<file path="config.mk">
export PLATFORM = sky130hd
export DESIGN_NAME = pipe_ifd_stage
export DESIGN_NICKNAME = d
export VERILOG_FILES = /design/src/rtl/pipe_ifd_stage.sv
export SDC_FILE = /design/constraint.sdc
export NUM_CORES = 1
export LEC_CHECK = 0
export BUFFER_PORTS_ARGS = -buffer_cell sky130_fd_sc_hd__buf_4
export CAP_MARGIN = 40
export CORE_ASPECT_RATIO = 0.8
export CORE_MARGIN = 2
export CORE_UTILIZATION = 51
export CTS_CLUSTER_SIZE = 28
export DETAILED_ROUTE_END_ITERATION = 7
export GPL_ROUTABILITY_DRIVEN = 0
export PLACE_DENSITY_LB_ADDON = 0.2
export SETUP_SLACK_MARGIN = 0.15
export SLEW_MARGIN = 40
export SYNTH_ARGS = -nofsm -noshare
export SYNTH_HDL_FRONTEND = slang
export SYNTH_SLANG_ARGS = --single-unit
</file>
<file path="constraint.sdc">
create_clock -name clk -period 3.4 [get_ports clk]
set_input_delay 0.34 -clock clk [delete_from_list [all_inputs] [get_ports clk]]
set_output_delay 0.34 -clock clk [all_outputs]
set_load 0.01 [all_outputs]
</file>
<file path="src/rtl/pipe_ifd_stage.sv">
// IF/ID pipeline register with a two-entry skid buffer, field decode on capture,
// selectable immediate extension and synchronous flush for branch redirects.
module pipe_ifd_stage #(
  parameter int unsigned INSTR_W = 32,
  parameter int unsigned OPC_W   = 5,
  parameter int unsigned REG_W   = 5,
  parameter int unsigned IMM_W   = 16,
  parameter int unsigned PC_W    = 32
) (
  input  logic               clk,
  input  logic               rst_n,
  input  logic               in_valid,
  output logic               in_ready,
  input  logic [INSTR_W-1:0] in_instr,
  input  logic [PC_W-1:0]    in_pc,
  input  logic               imm_sext,
  input  logic               flush,
  output logic               out_valid,
  input  logic               out_ready,
  output logic [OPC_W-1:0]   opcode_out,
  output logic [REG_W-1:0]   dir_write_out,
  output logic [REG_W-1:0]   dir_reg_a_out,
  output logic [REG_W-1:0]   dir_reg_b_out,
  output logic [IMM_W-1:0]   direccion_out,
  output logic [INSTR_W-1:0] inm_out,
  output logic [PC_W-1:0]    pc_out
);

  localparam int unsigned RD_HI   = INSTR_W - OPC_W - 1;
  localparam int unsigned RA_HI   = RD_HI - REG_W;
  localparam int unsigned RB_HI   = RA_HI - REG_W;
  localparam int unsigned ENTRY_W = OPC_W + 3 * REG_W + IMM_W + INSTR_W + PC_W;

  logic [OPC_W-1:0]   in_opc_c;
  logic [REG_W-1:0]   in_rd_c;
  logic [REG_W-1:0]   in_ra_c;
  logic [REG_W-1:0]   in_rb_c;
  logic [IMM_W-1:0]   in_imm_c;
  logic [INSTR_W-1:0] in_ext_c;
  logic [ENTRY_W-1:0] in_entry_c;

  logic               acc_c;
  logic               drain_c;

  logic               main_valid_q, main_valid_d;
  logic               skid_valid_q, skid_valid_d;
  logic [ENTRY_W-1:0] main_entry_q, main_entry_d;
  logic [ENTRY_W-1:0] skid_entry_q, skid_entry_d;

  // Field extraction from the incoming word
  assign in_opc_c = in_instr[INSTR_W-1 -: OPC_W];
  assign in_rd_c  = in_instr[RD_HI -: REG_W];
  assign in_ra_c  = in_instr[RA_HI -: REG_W];
  assign in_rb_c  = in_instr[RB_HI -: REG_W];
  assign in_imm_c = in_instr[IMM_W-1:0];

  generate
    if (IMM_W < INSTR_W) begin : g_ext
      assign in_ext_c = {{(INSTR_W-IMM_W){imm_sext & in_imm_c[IMM_W-1]}}, in_imm_c};
    end else begin : g_noext
      logic unused_sext;
      assign unused_sext = imm_sext;
      assign in_ext_c    = in_imm_c;
    end
  endgenerate

  assign in_entry_c = {in_opc_c, in_rd_c, in_ra_c, in_rb_c, in_imm_c, in_ext_c, in_pc};

  // in_ready comes straight from state so there is no path from out_ready
  assign in_ready  = ~skid_valid_q;
  assign out_valid = main_valid_q;
  assign acc_c     = in_valid & ~skid_valid_q;
  assign drain_c   = main_valid_q & out_ready;

  // Next-state: skid is always older than the input, so it refills main first
  always_comb begin
    main_valid_d = main_valid_q;
    skid_valid_d = skid_valid_q;
    main_entry_d = main_entry_q;
    skid_entry_d = skid_entry_q;
    if (flush) begin
      main_valid_d = 1'b0;
      skid_valid_d = 1'b0;
    end else if (!main_valid_q || drain_c) begin
      if (skid_valid_q) begin
        main_entry_d = skid_entry_q;
        main_valid_d = 1'b1;
        skid_valid_d = acc_c;
        if (acc_c) begin
          skid_entry_d = in_entry_c;
        end
      end else if (acc_c) begin
        main_entry_d = in_entry_c;
        main_valid_d = 1'b1;
      end else begin
        main_valid_d = 1'b0;
      end
    end else if (acc_c) begin
      skid_entry_d = in_entry_c;
      skid_valid_d = 1'b1;
    end
  end

  always_ff @(posedge clk or negedge rst_n) begin
    if (!rst_n) begin
      main_valid_q <= 1'b0;
      skid_valid_q <= 1'b0;
      main_entry_q <= '0;
      skid_entry_q <= '0;
    end else begin
      main_valid_q <= main_valid_d;
      skid_valid_q <= skid_valid_d;
      main_entry_q <= main_entry_d;
      skid_entry_q <= skid_entry_d;
    end
  end

  assign {opcode_out, dir_write_out, dir_reg_a_out, dir_reg_b_out,
          direccion_out, inm_out, pc_out} = main_entry_q;

endmodule

</file>
Yosys cells after proc, flatten, opt, wreduce, memory -nomap -nowiden:

Index checks and enable logic that the tools add are counted.

* bits in registers: 202
* bits of input ports: 70
* output and inout bits: 102
* word-level logic and storage cells: 30

* equal/unequal tests: 1
* muxes and demuxes: 13
* bitwise gates (word level): 5
* reductions and logical operators: 7

Operators with widths (count)
* $mux 100: 5
* $mux 1: 8
* $reduce_bool 2->1: 2
* $and 1x1->1: 3
* $reduce_and 3->1: 1
* $reduce_bool 3->1: 1
* $ne 2x2->1 const B: 1
* $not 1->1: 2
* $reduce_and 2->1: 1
* $logic_not 1->1: 1
* $logic_or 1x1->1: 1

Depth between registers and ports, before layout:

Gate-level depths: netlist (run 1).

* word-level depth: 6
* gate-level depth with buffers: 6

Worst setup path after synthesis (run 1):

OpenSTA, ideal clock, no wires.

* path type: reg-to-reg
* start point: register main_valid_q (netlist: out_valid)
* end point: register main_entry_q[0]
* library setup time: 0.125 ns
* arrival time: 1.376 ns
* required time: 3.275 ns
* slack: 1.899 ns
* stages on the path, launching flop included: 6
* path buffers: 2
* period minus slack after synthesis: 1.501 ns
* path through: dfrtp_1 > nor2b_1 > nor3_2 > buf_6 > buf_6 > mux2_4

* cells in the longest elaborated chain, start to end: 3
* elaborated cells between the ends (all ways): 4

RTL lines
* from (decl): RTL line 45 `logic main_valid_q, main_valid_d;`
* from (signal assigned): RTL line 111 `main_valid_q <= main_valid_d;`
* $and 1x1->1 / $logic_not 1->1 (equally long branches): RTL line 73, 84
* $logic_or 1x1->1 (*): RTL line 84 `end else if (!main_valid_q || drain_c) begin`
* $reduce_and 3->1 (no line) (*)
* to (signal assigned): RTL line 113 `main_entry_q <= main_entry_d;`
* to (decl): RTL line 47 `logic [ENTRY_W-1:0] main_entry_q, main_entry_d;`

Mark *: on every way between the ends. The rest lies on a longest branch, timed or not.
A chain may end at the register's enable or synchronous reset.

Worst setup path in the final report (run 1):

* start point: register skid_valid_q
* end point: register skid_entry_q[15]

* cells in the longest elaborated chain, start to end: 5
* elaborated cells between the ends (all ways): 7

RTL lines
* from (decl): RTL line 46 `logic skid_valid_q, skid_valid_d;`
* from (signal assigned): RTL line 112 `skid_valid_q <= skid_valid_d;`
* $not 1->1: RTL line 72 `assign acc_c = in_valid & ~skid_valid_q;`
* $and 1x1->1: RTL line 72
* $mux 100 (3 in series)
* to (signal assigned): RTL line 114 `skid_entry_q <= skid_entry_d;`
* to (decl): RTL line 48 `logic [ENTRY_W-1:0] skid_entry_q, skid_entry_d;`

Parallel ways exist; a longest one is shown, timed or not. The select of a mux whose other input is x is not followed.

==> reports/results.txt, run 1 <==
The flow ran to the end, and the final reports show no timing, DRC or antenna violations. The fraction of final layout cells sized beyond drive strength 1 was 72.8%. Yosys attributes the largest share of cell area to dfrtp_1 (51%), mux2_4 (29%), mux2_2 (12%), buf_4 (4.0%), buf_6 (2.9%). The final critical path time including I/O delays and setup was 2.18 ns; the maximum number of pins on one net before global-route repair was 84. The overall overflow remaining after global route was 0; the number of buffers added by the clock tree synthesis step was 17.

Detailed routing inserted a total of 3,506 vias. Leaving out fill and tap cells, the most frequent cells in the layout are buf_4 (174), dfrtp_1 (131), mux2_4 (126), mux2_2 (67), clkbuf_16 (17). The number of cells on the worst reg-to-reg path is 4. Once detail routing completed, the nets flagged for antenna violations numbered 0.

The via density per instance is 4.88, and the depth of the worst hold-timing path is 2. The run gives 12,300 sq um as the total core area. In this design, the stage delay of the slowest critical-path cell is 0.59 ns.

In this run the tool buffered the top-level ports with 171 buffer cells. Dividing the detail-routed wire length by the instance count gives 17.2 um. For the number of max-slew violations in the final report, the log shows 0.

The final number of hold-violating endpoints was 0; the maximum fanout encountered on the critical timing path was 39. Headroom to the max-slew limit came out at 51.0%. Walking the worst path, the cells encountered are nor2_1 > nand3_4 > buf_12 > mux2_4.

Sequential cells were found to cover 50.8% of the synthesized design area. The first routing iteration left 165 violations. Most area-hungry cell type in the Yosys netlist: dfrtp_1. On the critical path, the stage with the largest delay is an instance of dfrtp_4. Row generation in the floorplan step produced 36 rows. The area growth from synthesis to layout is 26.0%, and the count of buffers added by post-CTS timing repair for setup is 0.

TritonCTS built the clock tree. In the final timing run, aggregate negative setup slack is 0 ns. The effective utilization at floorplan is 52.9%. The path class of the tightest hold or removal check is input pin to flop. The final net count is 607. The logs give 0 for the number of antenna violations at the first check in global routing and 1.22 ns for the setup slack of the worst register-to-register path. The run gives 0 as the detailed-route DRC error count.

After detailed routing, the total wire length is 12.4 mm. The endpoint of the worst hold path is out_valid. Detailed placement finished with a half-perimeter wire length of 8.04 mm.

In this run the most critical hold path is launched from flush. Total die area: 13,700 sq um. Summed over all cells, the static leakage comes to 4.06 nW. During I/O placement, the number of pins put on the boundary was 172. The worst register-to-register path begins at skid_valid_q. The combined area of all synthesized cells came out at 6510 sq um. The maximum ir drop on the vdd rail was 0.397 mV; the synthesis-stage register bit count was 132. Dividing the final minimum period by the clock period gives 64.3%. The share of the synthesized area in the top cell type was 50.8%; the source-to-sink clock delay at the later pin of the worst-skew pair was 0.41 ns.

The design draws 0.00505 W. Via count of the first global-routing pass: 3,699. The run gives 0 as the setup violation total in the final timing report. The run gives 19.6 mm as the global-route wire length before repair. Between clock sinks in the finished design, the worst skew comes to 0.00629 ns. Data arrives at the worst endpoint at 2.48 ns. The global router's overall resource usage was 18.9%; the clock edge transition at the registers on the reported setup and hold paths was 0.05 ns. The tools report the worst reg2reg path endpoint as skid_entry_q[15].

STA puts the critical path data required time at 3.69 ns. The average instance in the mapped netlist occupies 16.4 sq um. Die outline height: 105 um.

Power per unit of standard cell area: 616 nW/um^2. For the pin with the worst max-slew slack, the measured transition is 0.735 ns. Level count of the clock H-tree: 4. The horizontal die dimension is 130 um. In this run the clock root is driven by a clkbuf_16. The tool flagged a number of max-cap violations equal to 0. For the number of detailed-route iterations in the first pass, the log shows 4. The Yosys step of the flow raised 0 warnings. The startpoint class of the critical path was a flop.

The top achievable clock speed came out at 458 MHz. The worst setup path is captured at a flop. Setup repair after global routing left no endpoint under its margin.

The largest buffer count on any clock path was 2; the distinct cell type count after synthesis was 18. In the synthesized netlist, the number of instances is 396. The number of cells upsized or downsized after cts was 0; the number of sinks driven by the clock tree was 132. The most common cell after layout, fill and taps aside is buf_4.

Number of inserted diodes: 0. The number of nets handed over by synthesis was 466. The critical path class is flop to flop.
[metal layers]
layer	GRT usage (%)	vias to the layer above	part of all wire (%)
li1	-	1640	-
met1	26.5	1745	48
met2	26.8	111	44
met3	7.83	10	7.2
met4	5.76	0	0.96
met5	0	-	0
[cells by family after synthesis]
family,after synthesis,share of synthesized area (%)
AND/OR/NAND/NOR,9,0.769
flip-flops,132,50.8
AO/OA/AOI/OAI,2,0.154
multiplexers,194,40.8
buffers and inverters,59,7.48
[synth_stat cells, drive strengths merged]
| cell type | instances |
|---|---|
| nor3 | 2 |
| inv | 2 |
| nor2b | 1 |
| buf | 57 |
| mux2i | 1 |
| nand3 | 1 |
| nor2 | 2 |
| o21ai | 1 |
| nand2 | 2 |
| dfrtp | 132 |
| nand2b | 1 |
| a21oi | 1 |
| mux2 | 193 |
[per-stage QoR]
step                      std cells  utilization [%]  setup slack (ns)  cell area, sq um  hold WS (ns)
after floorplan                 396                -              1.90              6510        0.0444
after global placement          687             61.9              1.23              7620         0.483
after detailed placement        687             62.0              1.18              7620         0.436
after CTS                       718             66.5              1.03              8170         0.105
after global routing            719             66.6              1.09              8200         0.119
final                           719             66.6              1.22              8200         0.124
[critical path: cells and delay by family (launching register included)]
family | cells | cell delay (ns)
multiplexers | 1 | 0.33
AND/OR/NAND/NOR | 2 | 0.68
buffers and inverters | 1 | 0.41
flip-flops | 1 | 0.59
[sequential cells by signal (all words and copies together), names as in the netlist]
register / count
out_valid: 1
main_entry_q: 65
skid_valid_q: 1
skid_entry_q: 65
[layout make-up]
class | instances | area [sq um]
Clock buffer | 24 | 462
Clock inverter | 6 | 80.1
Fill cell | 903 | 4100
Inverter | 2 | 7.51
Multi-Input combinational cell | 205 | 2740
Sequential cell | 132 | 3310
Tap cell | 171 | 214
Timing Repair Buffer | 179 | 1390
[repair_timing]
action                     in CTS  in global routing
setup endpoints to repair       0                  0
hold endpoints to repair       15                  0
hold buffers                    1                  0
[report_power, final]
part	internal, W	total [W]	switching [W]
combinational	0.000793	0.00119	0.000399
clock	0.00108	0.00172	0.000631
sequential	0.00192	0.00214	0.000223
total	0.00380	0.00505	0.00125
[how the worst max path moves through the flow]
stage / slack [ns] / to / from
2_1_floorplan: 1.90 / main_entry_q[0] / out_valid
3_3_place_gp: 1.23 / skid_entry_q[14] / out_ready
3_5_place_dp: 1.18 / skid_entry_q[18] / out_ready
4_1_cts: 1.03 / in_ready / skid_valid_q
5_1_grt: 1.09 / skid_entry_q[15] / skid_valid_q
6_report: 1.22 / skid_entry_q[15] / skid_valid_q
Note: power is estimated with default switching activity, not from simulation.
==> run 2, diff against run 1 <==
- clock period: 3.4 -> 2.2 ns (I/O delays scaled with it)
==> reports/results.txt, run 2 (synthesis results as in run 1) <==
The core region is 12,300 sq um. The number of DRC markers after the initial detailed-route iteration came out at 146. Walking the worst path, the cells encountered are nor2b_1 > nand3_4 > buf_4 > mux2_2. The logs give 17 for the number of buffers added by the clock tree synthesis step and 8.25 mm for the detailed placer's ending HPWL. The data arrival time of the critical path is 2.12 ns, and the worst reg2reg path depth is 4. For the number of maximum-capacitance constraint violations, the log shows 0.

Buffers added to address setup during post-CTS repair amount to 0. The first global-routing pass estimated 19.7 mm of wire. Entering global routing, the biggest net connects 68 pins.

For this design the ratio of total power to cell area is 957 nW/um^2. From left edge to right edge, the die measures 130 um. The min-delay analysis places its worst path in the category input pin to flop. The library cells used most frequently in the layout, excluding fill and tap cells, are buf_4 (176), dfrtp_1 (131), mux2_4 (126), mux2_2 (67), clkbuf_16 (17). The first detailed-routing pass ran for 4 iterations. In this run the critical register-to-register path is captured at skid_entry_q[9].

From synthesis to final layout, the design area changed by 26.8%. Post-CTS repair changed the size of 0 cells. In the routed design, unresolved DRC markers number 0. The worst setup path is of the flop to flop kind.

Cell at the root of the clock tree: clkbuf_16. The slowest stage of the critical path is the buf_4 cell. Along the worst path, the maximum fanout reaches 40. The logs give 0 for the number of max-slew violations in the final report and 12.4 mm for the total wire length after detailed routing. In this run the count of I/O pins placed on the die edge is 172.

Final clock skew: 0.00552 ns. Adding up every negative setup slack in the final design gives 0 ns. The startpoint of the most critical register-to-register path was out_valid. The nature of the critical path endpoint is a flop. After floorplanning, the core was divided into 36 placement rows.

Clock-pin slew was measured on the worst setup and hold paths at 0.06 ns. The floorplan step defined a die boundary enclosing 13,700 sq um. The level count of the clock H-tree is 4, and the critical path required time is 2.49 ns. For the pin with the worst max-slew slack, the measured transition is 0.747 ns. Setup violations remaining at the end of the flow were counted as 0. Of the cells placed in the final design, the portion with a size suffix greater than 1 is 73.9%. The number of antenna violations at the first check in global routing was 0. The number of sinks driven by the clock tree is 132.

For the number of inserted diodes, the log shows 0. On the worst path, the slowest cell contributes a delay of 0.59 ns. The maximum ir drop on the vdd rail was 0.590 mV. No sink is reached through more buffers than the 2 on the longest clock path. Setup repair after global routing left no endpoint under its margin. In this run the static leakage power is 4.07 nW.

The final number of hold-violating endpoints was 0; the setup slack of the worst register-to-register path was 0.37 ns. Counting the fill cells in the layout gives 881. The final period utilization is 83.1%.

In this run the remaining antenna-violating nets after routing total 0. Cells fill 67.1% of the core in the end. The initial utilization of the core area, before any placement, comes to 52.9%. The tools report the global router's overall resource usage as 18.8%.

For the finished layout, the period the worst path requires is 1.83 ns. TritonCTS built the clock tree. Measured against its own limit, the worst slew margin works out to 50.2%. The flow ran to the end, and the final reports show no timing, DRC or antenna violations. After the last flow step, the layout net total stands at 609.

In the routed layout, each cell is associated on average with a via count of 4.92. Leaving out fill and tap cells, the most frequent cell in the layout is buf_4. Wire length per cell after detailed routing: 17.1 um. Tracing the worst setup path back leads to its startpoint at out_valid.

Detailed routing inserted a total of 3,555 vias. For the worst-skew pair, the clock arrives at the later sink with an insertion delay of 0.41 ns. The total overflow left after global routing is 0.

Timing would allow up to 547 MHz. The via count of the first global-routing pass is 3,782. The worst setup path is launched from a flop. The count of input and output buffers is 171.

The end of the critical path is skid_entry_q[9]. The largest registers in the layout are main_entry_q x65, skid_entry_q x65. The die outline height was 105 um.
## run 2: repair_timing
action	CTS	global route
hold endpoints to repair	95	0
endpoints found under the setup margin	0	0
hold buffers	1	0
## run 2: how the worst min path moves through the flow
stage          slack (ns)  cells after the start              end   from
2_1_floorplan       -0.08                      0  main_entry_q[0]  rst_n
3_3_place_gp         0.06                      1  main_entry_q[2]  rst_n
3_5_place_dp         0.07                      1  skid_entry_q[2]  rst_n
4_1_cts             0.009                      2        out_valid  flush
5_1_grt              0.01                      2     skid_valid_q  flush
6_report             0.02                      2        out_valid  flush
## run 2: area by class of cell
type / instances / area (sq um) / area share [%]
clock inverters: 13 / 135 / 1.64
multi-input cells: 205 / 2740 / 33.1
repair buffers: 181 / 1410 / 17.1
well taps: 171 / 214 / 2.59
clock buffers: 19 / 443 / 5.37
flip-flops and latches: 132 / 3310 / 40.1
inverters: 2 / 7.51 / 0.0910
## run 2: stage by stage
step                      worst slack [ns]  cells  hold WS, ns  cell area [sq um]  power [W]
after floorplan                      0.699    396      -0.0756               6510    0.00448
after global placement               0.435    690       0.0641               7660    0.00513
after detailed placement             0.372    690       0.0660               7660    0.00520
after CTS                            0.369    723      0.00911               8250    0.00798
after global routing                 0.302    723       0.0104               8250    0.00828
final                                0.372    723       0.0155               8250    0.00790
## run 2: critical path, delay by kind of cell (launching register included)
kind,cells,cell delay [ns]
buf+inv,1,0.59
mux,1,0.41
flops,1,0.39
simple gates,2,0.29
## run 2: report_power, final
group | internal, W | switching [W] | total (W)
clock network | 0.00169 | 0.00105 | 0.00274
registers | 0.00297 | 0.000341 | 0.00331
logic | 0.00123 | 0.000619 | 0.00185
total | 0.00589 | 0.00201 | 0.00790
## run 2: layer usage
layer	up-vias	track usage, %	wire (um)
met3	11	6.09	825
met2	112	28.5	5620
met5	-	0	0
met1	1789	25.9	5810
met4	0	5.30	121
li1	1643	-	-
